$ cat config.mk
export PLATFORM = sky130hd
export DESIGN_NAME = ads_spi_engine_flat
export DESIGN_NICKNAME = d
export VERILOG_FILES = /design/src/rtl/ads_spi_engine_if.sv /design/src/rtl/ads_spi_engine.sv /design/src/flat_wrapper.sv
export SDC_FILE = /design/constraint.sdc
export NUM_CORES = 1
export LEC_CHECK = 0
export CORE_UTILIZATION = 33
export CTS_CLUSTER_SIZE = 8
export DETAILED_ROUTE_END_ITERATION = 10
export PLACE_DENSITY = 0.58
export SYNTH_ARGS = -nofsm -noshare
export SYNTH_HDL_FRONTEND = slang
export SYNTH_SLANG_ARGS = --single-unit
$ cat constraint.sdc
create_clock -name clk -period 4.8 [get_ports clk]
set_clock_uncertainty 0.2 [all_clocks]
set_input_delay 0.72 -clock clk [delete_from_list [all_inputs] [get_ports clk]]
set_output_delay 0.72 -clock clk [all_outputs]
set_load 0.01 [all_outputs]
$ cat src/rtl/ads_spi_engine_if.sv
// Sequencer-side bus of the ADS125x SPI engine: frame request, TX/RX data and status.
interface ads_spi_engine_if #(
   parameter int MAX_BITS = 32
);
   localparam int NB_W = $clog2(MAX_BITS + 1);

   logic                start;
   logic [NB_W-1:0]     nbits;
   logic [NB_W-1:0]     gap_at;
   logic [MAX_BITS-1:0] wrdat;
   logic [MAX_BITS-1:0] rddat;
   logic                busy;
   logic                done;

   modport master (
      output start, nbits, gap_at, wrdat,
      input  rddat, busy, done
   );

   modport slave (
      input  start, nbits, gap_at, wrdat,
      output rddat, busy, done
   );
endinterface

$ cat src/rtl/ads_spi_engine.sv
// SPI master for ADS125x ADCs: one cs_n-framed transfer of 1..MAX_BITS bits, CPOL=0,
// selectable CPHA, divided SCLK and an optional mid-frame SCLK-low gap.
//
// state    | meaning
// ---------+---------------------------------------------------------------
// ST_IDLE  | waiting for start; cs_n high
// ST_SETUP | cs_n low, sclk low, lead-in before the first SCLK edge
// ST_SHIFT | SCLK running, one bit per 2*DIV clocks
// ST_GAP   | sclk held low after bit gap_at (ADS1256 t6 delay)
// ST_HOLD  | sclk and mosi low, trailing delay before cs_n rises
// ST_FIN   | done pulse, busy drops
module ads_spi_engine #(
   parameter int MAX_BITS = 32,
   parameter int DIV      = 4,
   parameter int CPHA     = 1,
   parameter int CS_HOLD  = 2,
   parameter int GAP_CYC  = 0
) (
   input  logic            clk,
   input  logic            rst,
   ads_spi_engine_if.slave bus,
   output logic            cs_n,
   output logic            sclk,
   output logic            mosi,
   input  logic            miso
);
   localparam int NB_W  = $clog2(MAX_BITS + 1);
   localparam int T_A   = (DIV > CS_HOLD) ? DIV : CS_HOLD;
   localparam int T_MAX = (T_A > GAP_CYC) ? T_A : GAP_CYC;
   localparam int TW    = $clog2(T_MAX + 1);

   localparam logic [TW-1:0]   T_HALF  = TW'(DIV - 1);
   localparam logic [TW-1:0]   T_SETUP = TW'(CS_HOLD);
   localparam logic [TW-1:0]   T_HOLD  = TW'((CS_HOLD > 0) ? CS_HOLD - 1 : 0);
   localparam logic [TW-1:0]   T_GAP   = TW'((GAP_CYC > 0) ? GAP_CYC - 1 : 0);
   localparam logic [NB_W-1:0] NB_MAX  = NB_W'(MAX_BITS);

   typedef enum logic [2:0] {
      ST_IDLE, ST_SETUP, ST_SHIFT, ST_GAP, ST_HOLD, ST_FIN
   } state_t;

   state_t              state_q, state_d;
   logic [TW-1:0]       tmr_q, tmr_d;
   logic [NB_W-1:0]     bit_q, bit_d;
   logic [NB_W-1:0]     nb_q, nb_d;
   logic [NB_W-1:0]     gap_q, gap_d;
   logic [MAX_BITS-1:0] tx_q, tx_d;
   logic [MAX_BITS-1:0] rx_q, rx_d;
   logic [MAX_BITS-1:0] rddat_q, rddat_d;
   logic                cs_n_d, sclk_d, mosi_d;
   logic                busy_q, busy_d;
   logic                done_q, done_d;
   logic [NB_W-1:0]     nb_in;
   logic [NB_W-1:0]     bit_inc;

   assign nb_in   = (bus.nbits > NB_MAX) ? NB_MAX : bus.nbits;
   assign bit_inc = bit_q + 1'b1;

   always_comb begin
      state_d = state_q;
      tmr_d   = tmr_q;
      bit_d   = bit_q;
      nb_d    = nb_q;
      gap_d   = gap_q;
      tx_d    = tx_q;
      rx_d    = rx_q;
      rddat_d = rddat_q;
      cs_n_d  = cs_n;
      sclk_d  = sclk;
      mosi_d  = mosi;
      busy_d  = busy_q;
      done_d  = 1'b0;
      case (state_q)
         ST_IDLE: begin
            if (bus.start) begin
               if (nb_in != '0) begin
                  nb_d    = nb_in;
                  gap_d   = bus.gap_at;
                  tx_d    = bus.wrdat;
                  rx_d    = '0;
                  bit_d   = '0;
                  tmr_d   = T_SETUP;
                  cs_n_d  = 1'b0;
                  busy_d  = 1'b1;
                  state_d = ST_SETUP;
                  // CPHA=0 slaves sample on the first rise, so bit 0 must already be out
                  if (CPHA == 0) begin
                     mosi_d = bus.wrdat[MAX_BITS-1];
                     tx_d   = bus.wrdat << 1;
                  end
               end else begin
                  state_d = ST_FIN;
               end
            end
         end
         ST_SETUP: begin
            if (tmr_q != '0) begin
               tmr_d = tmr_q - 1'b1;
            end else begin
               tmr_d   = T_HALF;
               state_d = ST_SHIFT;
            end
         end
         ST_SHIFT: begin
            if (tmr_q != '0) begin
               tmr_d = tmr_q - 1'b1;
            end else begin
               tmr_d  = T_HALF;
               sclk_d = ~sclk;
               if (!sclk) begin
                  if (CPHA != 0) begin
                     mosi_d = tx_q[MAX_BITS-1];
                     tx_d   = tx_q << 1;
                  end else begin
                     rx_d = {rx_q[MAX_BITS-2:0], miso};
                  end
               end else begin
                  bit_d = bit_inc;
                  if (CPHA != 0) begin
                     rx_d = {rx_q[MAX_BITS-2:0], miso};
                  end else if (bit_inc != nb_q) begin
                     mosi_d = tx_q[MAX_BITS-1];
                     tx_d   = tx_q << 1;
                  end
                  // bit count only rises, so the gap compare can match at most once
                  if (bit_inc == nb_q) begin
                     tmr_d   = T_HOLD;
                     mosi_d  = 1'b0;
                     state_d = ST_HOLD;
                  end else if (GAP_CYC > 0 && bit_inc == gap_q) begin
                     tmr_d   = T_GAP;
                     state_d = ST_GAP;
                  end
               end
            end
         end
         ST_GAP: begin
            if (tmr_q != '0) begin
               tmr_d = tmr_q - 1'b1;
            end else begin
               tmr_d   = T_HALF;
               state_d = ST_SHIFT;
            end
         end
         ST_HOLD: begin
            if (tmr_q != '0) begin
               tmr_d = tmr_q - 1'b1;
            end else begin
               cs_n_d  = 1'b1;
               rddat_d = rx_q;
               state_d = ST_FIN;
            end
         end
         ST_FIN: begin
            done_d  = 1'b1;
            busy_d  = 1'b0;
            state_d = ST_IDLE;
         end
         default: state_d = ST_IDLE;
      endcase
   end

   always_ff @(posedge clk) begin
      if (rst) begin
         state_q <= ST_IDLE;
         tmr_q   <= '0;
         bit_q   <= '0;
         nb_q    <= '0;
         gap_q   <= '0;
         tx_q    <= '0;
         rx_q    <= '0;
         rddat_q <= '0;
         cs_n    <= 1'b1;
         sclk    <= 1'b0;
         mosi    <= 1'b0;
         busy_q  <= 1'b0;
         done_q  <= 1'b0;
      end else begin
         state_q <= state_d;
         tmr_q   <= tmr_d;
         bit_q   <= bit_d;
         nb_q    <= nb_d;
         gap_q   <= gap_d;
         tx_q    <= tx_d;
         rx_q    <= rx_d;
         rddat_q <= rddat_d;
         cs_n    <= cs_n_d;
         sclk    <= sclk_d;
         mosi    <= mosi_d;
         busy_q  <= busy_d;
         done_q  <= done_d;
      end
   end

   assign bus.rddat = rddat_q;
   assign bus.busy  = busy_q;
   assign bus.done  = done_q;
endmodule

$ cat src/flat_wrapper.sv
// flat-port wrapper written by rule: the top's interface ports become plain ports
module ads_spi_engine_flat 
#(
   parameter int MAX_BITS = 32,
   parameter int DIV      = 4,
   parameter int CPHA     = 1,
   parameter int CS_HOLD  = 2,
   parameter int GAP_CYC  = 0
)
  (clk, rst, cs_n, sclk, mosi, miso, bus_start, bus_nbits, bus_gap_at, bus_wrdat, bus_rddat, bus_busy, bus_done);
  ads_spi_engine_if #(.MAX_BITS(MAX_BITS)) bus_i ();
  input  logic clk;
  input  logic rst;
  output logic cs_n;
  output logic sclk;
  output logic mosi;
  input  logic miso;
  input wire logic [$bits(bus_i.start)-1:0] bus_start;
  input wire logic [$bits(bus_i.nbits)-1:0] bus_nbits;
  input wire logic [$bits(bus_i.gap_at)-1:0] bus_gap_at;
  input wire logic [$bits(bus_i.wrdat)-1:0] bus_wrdat;
  output wire logic [$bits(bus_i.rddat)-1:0] bus_rddat;
  output wire logic [$bits(bus_i.busy)-1:0] bus_busy;
  output wire logic [$bits(bus_i.done)-1:0] bus_done;
  assign bus_i.start = bus_start;
  assign bus_i.nbits = bus_nbits;
  assign bus_i.gap_at = bus_gap_at;
  assign bus_i.wrdat = bus_wrdat;
  assign bus_rddat = bus_i.rddat;
  assign bus_busy = bus_i.busy;
  assign bus_done = bus_i.done;
  ads_spi_engine #(.MAX_BITS(MAX_BITS), .DIV(DIV), .CPHA(CPHA), .CS_HOLD(CS_HOLD), .GAP_CYC(GAP_CYC)) u_core (.clk(clk), .rst(rst), .bus(bus_i), .cs_n(cs_n), .sclk(sclk), .mosi(mosi), .miso(miso));
endmodule
-- Word level (Yosys, flattened, before mapping)
Index checks and enable logic that the tools add are counted.
- flip-flop bits (word level): 119
- bits of input ports: 48
- output and inout port bits: 37
- word-level logic and storage cells: 93
- mux-type cells: 42
- bitwise gates (word level): 2
- reduce and logical (&&, ||, !) cells: 18
- equality and inequality tests: 16
- $lt $le $gt $ge: 1
- $add $sub $neg: 2
- operator list (kind ; count):
    $mux W32 ; 8
    $pmux W32 S2 ; 2
    $mux W3 ; 13
    $mux W6 ; 5
    $pmux W3 S4 ; 2
    $ne A2 B2 Y1 const B ; 6
    $pmux W6 S2 ; 1
    $reduce_and A5 Y1 ; 2
    $reduce_and A3 Y1 ; 3
    $mux W1 ; 8
    $ne A2 B1 Y1 const B ; 4
    $reduce_and A4 Y1 ; 2
    $add A6 B1 Y6 const B ; 1
    $eq A3 B2 Y1 const B ; 2
    $eq A3 B3 Y1 const B ; 2
    $eq A6 B6 Y1 ; 1
    $gt A6 B6 Y1 const B ; 1
    $reduce_and A6 Y1 ; 1
    $reduce_bool A2 Y1 ; 3
    $reduce_bool A6 Y1 ; 1
    $pmux W1 S2 ; 2
    $reduce_and A2 Y1 ; 2
    $reduce_bool A4 Y1 ; 1
    $eq A3 B1 Y1 const B ; 1
    other kinds (6) ; 7

-- Longest topological paths before layout
Gate-level depths: netlist of run 1.
- depth in word-level cells: 6
- depth in mapped cells: 9
- gate-level depth less buffers: 7

-- Worst setup path before layout of run 1
Ideal clock, no wire load.
- path kind: input -> register
- from: in bus_nbits[0]
- to: reg u_core.tx_q[2]
- buffers on the path: 2
- stages on the path: 6
- library setup time: 0.086 ns
- required time: 4.514 ns
- arrival: 1.828 ns
- path slack: 2.687 ns
- cells stage by stage: nor4_2 -> a21o_1 -> buf_4 -> a21oi_4 -> buf_4 -> a211oi_1
- longest elaborated chain between the ends: 5
- RTL lines (element ; RTL line ; text):
    start: declaration ; flat_wrapper.sv:19 ; input wire logic [$bits(bus_i.nbits)-1:0] bus_nbits;
    $gt A6 B6 Y1 ; ads_spi_engine.sv:56 ; assign nb_in = (bus.nbits > NB_MAX) ? NB_MAX : bus.nbits;
    $mux W6 (*) ; ads_spi_engine.sv:56 ;
    $reduce_bool A6 Y1 (*) ; ads_spi_engine.sv:76 ; if (nb_in != '0) begin
    $ne A2 B1 Y1 (no source line) (*) ; n/a ;
    $reduce_and A5 Y1 (no source line) (*) ; n/a ;
    end signal: assignment ; ads_spi_engine.sv:184 ; tx_q <= tx_d;
    end: declaration ; ads_spi_engine.sv:47 ; logic [MAX_BITS-1:0] tx_q, tx_d;
Mark *: on every way between the ends. The rest lies on a longest branch, timed or not.
A chain may end at the register's enable or synchronous reset.

-- Worst setup path in the final report of run 1
- from: reg u_core.tmr_q[0]
- to: reg u_core.rx_q[18]
- longest elaborated chain between the ends: 3
- RTL lines (element ; RTL line ; text):
    start: declaration ; ads_spi_engine.sv:43 ; logic [TW-1:0] tmr_q, tmr_d;
    start signal: assignment ; ads_spi_engine.sv:180 ; tmr_q <= tmr_d;
    $reduce_bool A3 Y1 ; ads_spi_engine.sv:105 ; if (tmr_q != '0) begin
    $ne A2 B2 Y1 (no source line) ; n/a ;
    $reduce_and A5 Y1 (no source line) ; n/a ;
    end signal: assignment ; ads_spi_engine.sv:185 ; rx_q <= rx_d;
    end: declaration ; ads_spi_engine.sv:48 ; logic [MAX_BITS-1:0] rx_q, rx_d;
Every way passes these cells.

==> flow_summary.rst, run 1 <==
.. list-table::
   :header-rows: 1

   * - Metric
     - Value
   * - Status
     - complete, no violations
   * - Worst slack at placement
     - 1.52 ns
   * - Worst-case headroom to the max-slew limit
     - 27.9%
   * - Vias in the first global route
     - 4169
   * - CTS H-tree depth
     - 4
   * - Fraction of final layout cells with drive strength greater than 1
     - 11.3%
   * - EDFF count, synth
     - 0
   * - Post-DR vias/cell
     - 5.07
   * - Library cell used as clock root buffer
     - clkbuf_16
   * - PortBufs
     - 78
   * - First-pass GRT wire length
     - 19.4 mm
   * - Clock transition time at the flip-flop clock pins of the worst setup and hold paths
     - 0.05 ns
   * - IR drop worst, VDD
     - 265 uV
   * - Source-to-sink clock delay at the later pin of the worst-skew pair
     - 0.42 ns
   * - Final setup violation count
     - 0
   * - Cell area after technology mapping
     - 5140 um^2
   * - Commonest cells after routing, fill and taps aside
     - 118 x dfxtp_1, 108 x nand2_1, 81 x a21oi_1, 77 x clkdlybuf4s50_1, 49 x nor2_1
   * - Min setup slack post-route
     - 1.73 ns
   * - Remaining number of nets flagged by the antenna check after routing
     - 0
   * - Area of the core
     - 15200 um^2
   * - Overall die area
     - 16100 um^2
   * - Synth unique cells
     - 48
   * - Mapped Nets
     - 637
   * - Number of primary I/O pins
     - 85
   * - Most common flop cell mapped by yosys
     - dfxtp_1
   * - Slew at the pin closest to its max-slew limit
     - 1.08 ns
   * - Initial cell density of the core
     - 33.8%
   * - Ant. Diodes
     - 0
   * - Final Routed Wirelength
     - 11.7 mm
   * - Total of flip-flops plus latches after synthesis
     - 119
   * - Area overhead of the layout relative to synthesis
     - 27.5%
   * - Fraction of the yosys area taken by sequential cells
     - 46.4%
   * - Required time worst endpoint
     - 4.93 ns
   * - Number of warning messages in the yosys log
     - 0
   * - Crit-path max FO
     - 33
   * - Post-cts gate resize count
     - 0
   * - Portion of total power attributed to the clock network
     - 47.6%
   * - Data arrival time of the critical path
     - 3.20 ns
   * - Leakage Power
     - 2.16 nW
   * - Setup bufs post-CTS
     - 0
   * - Non-filler instance count after layout
     - 840
   * - Final-report max-slew violation count
     - 0
   * - Final period utilization
     - 63.9%
   * - Number of antenna violations at the first check in global routing
     - 0
   * - Standard-cell row count
     - 45
   * - Overall fraction of global-route tracks in use
     - 15.2%
   * - Comb power frac
     - 12.7%
   * - Async set-or-reset flop fraction in the synthesized netlist
     - 0%
   * - Final sum of negative setup slack
     - 0 ns
   * - Maximum Capacitance Violations
     - 0
   * - Leading cell type in the layout, fill and taps excluded
     - dfxtp_1
   * - Maximum frequency from static timing analysis
     - 0.326 GHz
   * - Y dimension of the die
     - 127 um
   * - Min Clock Period, post-route
     - 3.07 ns
   * - Maximum clock path buffer count
     - 2
   * - Post-Synthesis Cells
     - 586
   * - Total Power
     - 0.00270 W
   * - Maximum number of pins on one net before global-route repair
     - 88
   * - Cts hold-fix bufs
     - 0
   * - Drt pass-1 iters
     - 7
   * - Post-DP HPWL
     - 7.08 mm
   * - Kind of end point of the critical path
     - flip-flop
   * - Placed instance count
     - 810
   * - CTS sink count
     - 119
   * - First-iteration detailed-routing DRC count
     - 273
   * - DR DRC count
     - 0
   * - Sw Pwr
     - 0.000668 W
   * - Final layout net count
     - 692
   * - Sw Share
     - 24.7%
   * - Total global routing overflow
     - 0
   * - RSZ-0062 raised after global routing
     - false
   * - TritonCTS Buffers
     - 17
   * - Type of the tightest min-delay check
     - reg2reg
   * - Clock tree from TritonCTS
     - done
   * - DIE WIDTH
     - 127 um
   * - Mean post-synth cell area
     - 8.76 um^2
   * - Critical path type
     - reg2reg
   * - Power Internal
     - 0.00203 W
   * - Average wire per standard cell
     - 13.9 um
   * - Launching element type of the critical path
     - flip-flop
   * - Fillers
     - 1517
   * - Number of vias after detailed routing
     - 4256
   * - Final weighted congestion in routability-driven placement
     - 0.753
   * - Endpoints failing hold
     - 0
   * - Proportion of power drawn by flip-flops and latches
     - 39.7%
   * - Power density over the cells
     - 412 nW/um^2
## cell type report
type | count | area (um^2) | area share [%]
Multi-Input combinational cell | 416 | 2490 | 38.1
Tap cell | 188 | 235 | 3.59
Clock buffer | 23 | 478 | 7.30
Clock inverter | 7 | 120 | 1.83
Timing Repair Buffer | 85 | 831 | 12.7
Inverter | 2 | 7.51 | 0.115
Sequential cell | 119 | 2380 | 36.4
## stage by stage
stage | utilization, % | area (um^2) | hold WS (ns)
2_1_floorplan | - | 5140 | 0.232
3_5_place_dp | 39.1 | 5950 | 0.248
3_3_place_gp | 39.1 | 5950 | 0.242
5_1_grt | 43.1 | 6550 | 0.279
6_report | 43.1 | 6550 | 0.253
4_1_cts | 43.1 | 6550 | 0.257
## critical path, stage by stage (launching register included)
cell	delay, ns
dfxtp_1	0.32
inv_1	0.08
ha_1	0.18
nor2b_1	0.63
nand3_1	0.39
a21oi_4	0.80
nand3_1	0.17
a21oi_1	0.20
## path summary, 6_finish.rpt
check	startpoint	to	slack (ns)	depth (start not counted)
max reg2reg	u_core.tmr_q[0]$_SDFFE_PP0P_	u_core.rx_q[18]$_SDFFE_PP0P_	1.73	7
min	u_core.bus.rddat[4]$_SDFFE_PP0P_	u_core.bus.rddat[4]$_SDFFE_PP0P_	0.25	2
min reg2reg	u_core.bus.rddat[4]$_SDFFE_PP0P_	u_core.bus.rddat[4]$_SDFFE_PP0P_	0.25	2
max	u_core.tmr_q[0]$_SDFFE_PP0P_	u_core.rx_q[18]$_SDFFE_PP0P_	1.73	7
## cells in the mapped netlist, types with 4 or more instances
cell type / instances / area share [%]
nand3_1: 40 / 3.9
nand2_1: 108 / 7.9
clkbuf_1: 25 / 1.8
buf_6: 4 / 0.88
buf_4: 6 / 0.88
o21ai_0: 8 / 0.78
buf_2: 14 / 1.4
nor2_1: 49 / 3.6
a211oi_2: 29 / 7.1
a211oi_1: 4 / 0.58
nand3b_1: 8 / 1.2
nor3_1: 7 / 0.68
a21oi_1: 81 / 7.9
dfxtp_1: 119 / 46
mux2i_1: 32 / 6.2
xor2_1: 4 / 0.68
a31oi_1: 4 / 0.49
xnor2_1: 5 / 0.85
## sequential cells by signal, indices dropped and copies added (netlist names)
name / cells
u_core.bit_q: 6
u_core.bus.busy: 1
u_core.bus.done: 1
u_core.bus.rddat: 32
u_core.cs_n: 1
u_core.mosi: 1
u_core.nb_q: 6
u_core.rx_q: 32
u_core.sclk: 1
u_core.state_q: 3
u_core.tmr_q: 3
u_core.tx_q: 32
## power groups by stage
stage	Clock [W]	Combinational, W	Sequential, W
after CTS	0.00132	0.000348	0.00107
after floorplan	0	0.000282	0.00108
after global routing	0.00136	0.000378	0.00108
after detailed placement	0	0.000346	0.00109
after global placement	0	0.000337	0.00109
final	0.00129	0.000344	0.00107
## layer usage
layer	track usage [%]	share of wire [%]	up-vias
met2	24.6	45	89
met1	18.9	49	2004
met4	7.21	1.5	0
li1	-	-	2150
met5	0	0	-
met3	4.05	4.9	13
## logic make-up (layout without fill, tap and decap cells)
group / Yosys count / after routing / synth area share (%)
mux: 33 / 33 / 6.46
compound gates: 143 / 143 / 19.9
flops: 119 / 119 / 46.4
fa+ha+maj: 3 / 3 / 0.731
buf+inv: 51 / 117 / 5.09
xor+xnor: 9 / 9 / 1.53
simple gates: 228 / 228 / 20.0
Note: power is estimated with default switching activity, not from simulation.
==> run 2, diff against run 1 <==
- PLACE_DENSITY: 0.58 -> 0.6
- clock period: 4.8 -> 2.6 ns (I/O delays scaled with it)
==> run 2 against run 1 <==
  * Worst setup slack worse by 1.5 ns
  * Sequential cell count did not move
  * Die area did not move
  * Via count up 2.2%
  * Cell count up 1.9%
  * Design area is 2.4% higher
  * Global-route usage rose by 0.12 points
  * Utilization grew 1.0 points
  * Critical path depth unchanged
  * Fmax grew 29%
  * Critical path type unchanged
  * Critical endpoint is now u_core.rx_q[15]$_SDFFE_PP0P_
==> flow_summary.rst, run 2 (synthesis results as in run 1) <==
.. list-table::
   :header-rows: 1

   * - Metric
     - Value
   * - Slew at the pin closest to its max-slew limit
     - 0.874 ns (-0.208 ns)
   * - Final period utilization
     - 91.5% (+28 points)
   * - Critical path type
     - reg2reg
   * - Data arrival time of the critical path
     - 2.51 ns (-0.69 ns)
   * - Overall die area
     - 16100 um^2 (unchanged)
   * - Post-DR vias/cell
     - 5.08 (+0.25%)
   * - Maximum clock path buffer count
     - 2 (unchanged)
   * - Remaining number of nets flagged by the antenna check after routing
     - 0 (unchanged)
   * - Area overhead of the layout relative to synthesis
     - 30.6%
   * - First-pass GRT wire length
     - 19.8 mm (+2.0%)
   * - Drt pass-1 iters
     - 5 (-2)
   * - Final setup violation count
     - 0 (unchanged)
   * - Endpoint of the worst register-to-register path
     - u_core.rx_q[15]$_SDFFE_PP0P_
   * - Min Clock Period, post-route
     - 2.38 ns (-0.687 ns)
   * - PortBufs
     - 78 (unchanged)
   * - Critical Path Start
     - u_core.tmr_q[0]$_SDFFE_PP0P_
   * - Status
     - complete, no violations
   * - Source-to-sink clock delay at the later pin of the worst-skew pair
     - 0.41 ns (about the same)
   * - Final Routed Wirelength
     - 11.9 mm (+1.8%)
   * - TritonCTS Buffers
     - 17 (unchanged)
   * - Cts hold-fix bufs
     - 0 (unchanged)
   * - Vias in the first global route
     - 4218 (+1.2%)
   * - Library cell used as clock root buffer
     - clkbuf_16
   * - Total Power
     - 0.00504 W (+86%)
   * - Area after detailed placement
     - 6100 um^2 (+2.6%)
   * - Ant. Diodes
     - 0 (unchanged)
   * - Number of vias after detailed routing
     - 4348 (+2.2%)
   * - IR drop worst, VDD
     - 450 uV (+70%)
   * - Launching element type of the critical path
     - flip-flop
   * - Area of the core
     - 15200 um^2 (unchanged)
   * - DIE WIDTH
     - 127 um (unchanged)
   * - First-iteration detailed-routing DRC count
     - 266 (-2.6%)
   * - Post-cts gate resize count
     - 0 (unchanged)
   * - Number of primary I/O pins
     - 85 (unchanged)
   * - Reg-to-reg critical path startpoint
     - u_core.tmr_q[0]$_SDFFE_PP0P_
   * - DR DRC count
     - 0 (unchanged)
   * - Kind of end point of the critical path
     - flip-flop
   * - CTS H-tree depth
     - 4 (unchanged)
   * - Final weighted congestion in routability-driven placement
     - 0.736 (-2.4%)
   * - RSZ-0062 raised after global routing
     - false
   * - Required time worst endpoint
     - 2.73 ns (-2.20 ns)
   * - Worst reg-to-reg path cell count
     - 7 (unchanged)
   * - Post-DP HPWL
     - 7.55 mm (+6.6%)
   * - Final sum of negative setup slack
     - 0 ns (unchanged)
   * - Fraction of final layout cells with drive strength greater than 1
     - 13.8% (+2.4 points)
   * - Clock tree from TritonCTS
     - done
   * - Initial cell density of the core
     - 33.8% (unchanged)
   * - Critical Path Sink
     - u_core.rx_q[15]$_SDFFE_PP0P_
   * - Number of antenna violations at the first check in global routing
     - 0 (unchanged)
   * - Placed instance count
     - 824 (+1.7%)
   * - Endpoints failing hold
     - 0 (unchanged)
   * - Final layout net count
     - 706 (+2.0%)
   * - Leading cell type in the layout, fill and taps excluded
     - dfxtp_1
   * - Clock transition time at the flip-flop clock pins of the worst setup and hold paths
     - 0.06 ns (about the same)
   * - Average wire per standard cell
     - 13.9 um (about the same)
   * - Setup bufs post-CTS
     - 0 (unchanged)
   * - Maximum frequency from static timing analysis
     - 0.420 GHz (+29%)
   * - R2r setup slk
     - 0.22 ns (-1.51 ns)
   * - CTS sink count
     - 119 (unchanged)
   * - Y dimension of the die
     - 127 um (unchanged)
   * - Layout Cell Area excl Fill
     - 6710 um^2 (+2.4%)
   * - Standard-cell row count
     - 45 (unchanged)
   * - Worst-case headroom to the max-slew limit
     - 41.6% (+14 points)
   * - Final-report max-slew violation count
     - 0 (unchanged)
   * - Maximum Capacitance Violations
     - 0 (unchanged)
   * - Overall fraction of global-route tracks in use
     - 15.3% (+0.12 points)
   * - Leakage Power
     - 2.25 nW (+4.1%)
   * - Power density over the cells
     - 751 nW/um^2 (+82%)
   * - Commonest cells after routing, fill and taps aside
     - 118 x dfxtp_1, 108 x nand2_1, 81 x a21oi_1, 77 x clkdlybuf4s50_1, 49 x nor2_1
   * - Type of the tightest min-delay check
     - reg2reg
   * - Crit-path max FO
     - 33 (unchanged)
   * - Non-filler instance count after layout
     - 856 (+1.9%)
   * - Total global routing overflow
     - 0 (unchanged)
   * - Final core utilization
     - 44.1% (+1.0 points)
   * - Maximum number of pins on one net before global-route repair
     - 58 (-34%)
[run 2: cell type report]
class                           count  area (um^2)
Clock inverter                     14          173
Sequential cell                   119         2380
Multi-Input combinational cell    416         2490
Timing Repair Buffer               99          986
Fill cell                        1461         8500
Inverter                            2         7.51
Tap cell                          188          235
Clock buffer                       18          429
[run 2: worst min path at each step]
stage,to,depth (start not counted),from
after floorplan,u_core.bus.rddat[31]$_SDFFE_PP0P_,2,u_core.rx_q[31]$_SDFFE_PP0P_
after CTS,u_core.bus.rddat[14]$_SDFFE_PP0P_,2,u_core.bus.rddat[14]$_SDFFE_PP0P_
after global routing,u_core.bus.rddat[14]$_SDFFE_PP0P_,2,u_core.bus.rddat[14]$_SDFFE_PP0P_
final,u_core.bus.rddat[26]$_SDFFE_PP0P_,2,u_core.bus.rddat[26]$_SDFFE_PP0P_
after global placement,u_core.rx_q[31]$_SDFFE_PP0P_,2,u_core.rx_q[31]$_SDFFE_PP0P_
after detailed placement,u_core.bus.rddat[20]$_SDFFE_PP0P_,2,u_core.bus.rddat[20]$_SDFFE_PP0P_
[run 2: per-stage QoR]
step                      hold WS [ns]  setup slack (ns)
after detailed placement         0.248          -0.00225
after floorplan                  0.232             0.677
final                            0.252             0.220
after global placement           0.243            0.0681
after global routing             0.277            0.0238
after CTS                        0.258             0.236
[run 2: where the power goes]
group,internal [W],switching [W]
clock network,0.00151,0.000852
registers,0.00192,0.0000570
logic,0.000302,0.000392
[run 2: layer usage]
layer | wire length, um | part of all wire, % | global-route usage [%]
met1 | 5840 | 49 | 19.5
met5 | 0 | 0 | 0
met2 | 5340 | 45 | 24.3
met3 | 622 | 5.2 | 4.56
met4 | 93 | 0.78 | 6.02
[run 2: worst max-delay path, stage by stage, from the launching register on]
cell and delay [ns]:
dfxtp_1 0.32, inv_1 0.08, ha_1 0.18, nor2b_1 0.22
nand3_1 0.18, a21oi_4 0.74, nand3_1 0.17, a21oi_1 0.20
==> run 3, diff against run 2 <==
- GPL_ROUTABILITY_DRIVEN: unset -> 0
- SETUP_SLACK_MARGIN: unset -> 0.15
==> run 3 against run 2 <==
  * Routed wire length up 1.7%
  * Register-to-register slack improved by 0.09 ns
  * First-iteration DRC count decreased by 1.1%
  * Sequential share of layout area decreased by 0.086 points
  * Largest cell class unchanged
  * Largest power group unchanged
  * Highest routed layer unchanged
==> flow_summary.rst, run 3 (synthesis results as in run 1) <==
.. list-table::
   :header-rows: 1

   * - Metric
     - Value
   * - Status
     - complete, no violations
   * - Maximum Capacitance Violations
     - 0 (unchanged)
   * - Maximum frequency from static timing analysis
     - 0.436 GHz (+3.9%)
   * - Y dimension of the die
     - 127 um (unchanged)
   * - Endpoints failing hold
     - 0 (unchanged)
   * - Average wire per standard cell
     - 14.1 um (+1.6%)
   * - Remaining number of nets flagged by the antenna check after routing
     - 0 (unchanged)
   * - Min Clock Period, post-route
     - 2.29 ns (-0.0883 ns)
   * - Drt pass-1 iters
     - 4 (-1)
   * - Post-DP HPWL
     - 7.55 mm (unchanged)
   * - RSZ-0062 raised after global routing
     - false
   * - Type of the tightest min-delay check
     - reg2reg
   * - Overall fraction of global-route tracks in use
     - 15.3% (unchanged)
   * - Kind of end point of the critical path
     - flip-flop
   * - Initial cell density of the core
     - 33.8% (unchanged)
   * - Cells along the critical path
     - inv_1 -> ha_1 -> nor2b_1 -> nand3_1 -> buf_4 -> a21o_1 -> buf_4 -> a21oi_1 -> nor2_1
   * - Total global routing overflow
     - 0 (unchanged)
   * - Max incr delay on CP
     - 0.32 ns (-0.42 ns)
   * - Required time worst endpoint
     - 2.68 ns (-0.05 ns)
   * - CTS sink count
     - 119 (unchanged)
   * - Post-DR vias/cell
     - 5.11 (+0.69%)
   * - DR DRC count
     - 0 (unchanged)
   * - Slew at the pin closest to its max-slew limit
     - 0.706 ns (-0.168 ns)
   * - DIE WIDTH
     - 127 um (unchanged)
   * - Fillers
     - 1459 (-0.14%)
   * - Final setup violation count
     - 0 (unchanged)
   * - Cell type with the highest occurrence count on the critical path
     - buf_4
   * - CTS H-tree depth
     - 4 (unchanged)
   * - Standard-cell row count
     - 45 (unchanged)
   * - Clock transition time at the flip-flop clock pins of the worst setup and hold paths
     - 0.06 ns (about the same)
   * - Worst slack at placement
     - -0.00225 ns (unchanged)
   * - Commonest cells after routing, fill and taps aside
     - 118 x dfxtp_1, 108 x nand2_1, 81 x a21oi_1, 77 x clkdlybuf4s50_1, 49 x nor2_1
   * - First-pass GRT wire length
     - 19.8 mm (unchanged)
   * - Min setup slack post-route
     - 0.308 ns (+0.0883 ns)
   * - Maximum number of pins on one net before global-route repair
     - 58 (unchanged)
   * - Critical path type
     - reg2reg
   * - TritonCTS Buffers
     - 17 (unchanged)
   * - Leakage Power
     - 2.25 nW (+0.13%)
   * - Clock tree from TritonCTS
     - done
   * - Maximum clock path buffer count
     - 2 (unchanged)
   * - PortBufs
     - 78 (unchanged)
   * - Overall die area
     - 16100 um^2 (unchanged)
   * - Data arrival time of the critical path
     - 2.37 ns (-0.14 ns)
   * - Number of antenna violations at the first check in global routing
     - 0 (unchanged)
   * - CP bufs+invs
     - 3 (+2)
   * - Library cell used as clock root buffer
     - clkbuf_16
   * - Ant. Diodes
     - 0 (unchanged)
   * - Final-report max-slew violation count
     - 0 (unchanged)
   * - Fraction of final layout cells with drive strength greater than 1
     - 13.9% (+0.13 points)
   * - Power density over the cells
     - 751 nW/um^2 (about the same)
   * - Final Routed Wirelength
     - 12.1 mm (+1.7%)
   * - Layout Cell Area excl Fill
     - 6720 um^2 (+0.24%)
   * - Worst-path cell with the longest stage delay
     - dfxtp_1
   * - Source-to-sink clock delay at the later pin of the worst-skew pair
     - 0.41 ns (about the same)
   * - Number of vias after detailed routing
     - 4383 (+0.80%)
   * - Area of the core
     - 15200 um^2 (unchanged)
   * - Area after detailed placement
     - 6100 um^2 (unchanged)
   * - Final layout net count
     - 707 (+0.14%)
   * - Cts hold-fix bufs
     - 0 (unchanged)
   * - IR drop worst, VDD
     - 451 uV (+0.35%)
   * - Vias in the first global route
     - 4218 (unchanged)
   * - Launching element type of the critical path
     - flip-flop
   * - Leading cell type in the layout, fill and taps excluded
     - dfxtp_1
   * - Top delay family on crit path
     - buffers and inverters
   * - Crit-path max FO
     - 17 (-48%)
   * - Final period utilization
     - 88.1% (-3.4 points)
   * - Area overhead of the layout relative to synthesis
     - 30.9%
   * - Non-filler instance count after layout
     - 857 (+0.12%)
   * - Setup bufs post-CTS
     - 0 (unchanged)
   * - Placed instance count
     - 824 (unchanged)
   * - Number of primary I/O pins
     - 85 (unchanged)
   * - Post-cts gate resize count
     - 0 (unchanged)
   * - First-iteration detailed-routing DRC count
     - 263 (-1.1%)
   * - Worst-case headroom to the max-slew limit
     - 53.0% (+11 points)
-- run 3: changes by cell type in the layout (fill, tap and decap cells not counted) --
cell	change
a21oi_4	+1
-- run 3: metrics by stage --
| stage | utilization (%) | TNS (ns) | total power [W] | hold slack (ns) |
|---|---|---|---|---|
| floorplan | - | 0 | 0.00252 | 0.232 |
| global placement | 40.2 | 0 | 0.00268 | 0.243 |
| detailed placement | 40.2 | -0.00225 | 0.00271 | 0.248 |
| CTS | 44.1 | 0 | 0.00509 | 0.258 |
| global route | 44.2 | 0 | 0.00527 | 0.277 |
| finish | 44.2 | 0 | 0.00505 | 0.252 |
-- run 3: cell type report --
type	count	area [um^2]	area share, %
inverter	2	7.51	0.112
sequential	119	2380	35.5
clock buffer	18	429	6.38
tap	188	235	3.50
multi-input combinational	417	2510	37.3
clock inverter	14	173	2.57
timing repair buffer	99	986	14.7
-- run 3: where the power goes --
| group | switching, W | leakage, nW | internal [W] |
|---|---|---|---|
| Sequential | 0.0000570 | 0.968 | 0.00192 |
| Clock | 0.000855 | 0.291 | 0.00151 |
| Combinational | 0.000398 | 0.990 | 0.000304 |
| Total | 0.00131 | 2.25 | 0.00374 |
-- run 3: path summary, 6_finish.rpt --
path                                startpoint                           endpoint  slack (ns)  depth (start not counted)
min          u_core.bus.rddat[26]$_SDFFE_PP0P_  u_core.bus.rddat[26]$_SDFFE_PP0P_        0.25                          2
min reg2reg  u_core.bus.rddat[26]$_SDFFE_PP0P_  u_core.bus.rddat[26]$_SDFFE_PP0P_        0.25                          2
max reg2reg       u_core.tmr_q[0]$_SDFFE_PP0P_       u_core.bit_q[0]$_SDFFE_PP0P_        0.31                          9
max               u_core.tmr_q[0]$_SDFFE_PP0P_       u_core.bit_q[0]$_SDFFE_PP0P_        0.31                          9
-- run 3: routing by layer --
layer	vias to the layer above	track usage (%)	wire [um]
met1	2083	19.5	5950
met3	6	4.56	596
li1	2182	-	-
met4	0	6.02	74
met2	112	24.3	5470
met5	-	0	0
-- run 3: worst register-to-register path, cell delays in order, from the launching register on --
cell,delay (ns)
dfxtp_1,0.32
inv_1,0.08
ha_1,0.18
nor2b_1,0.21
nand3_1,0.28
buf_4,0.25
a21o_1,0.22
buf_4,0.21
a21oi_1,0.15
nor2_1,0.05
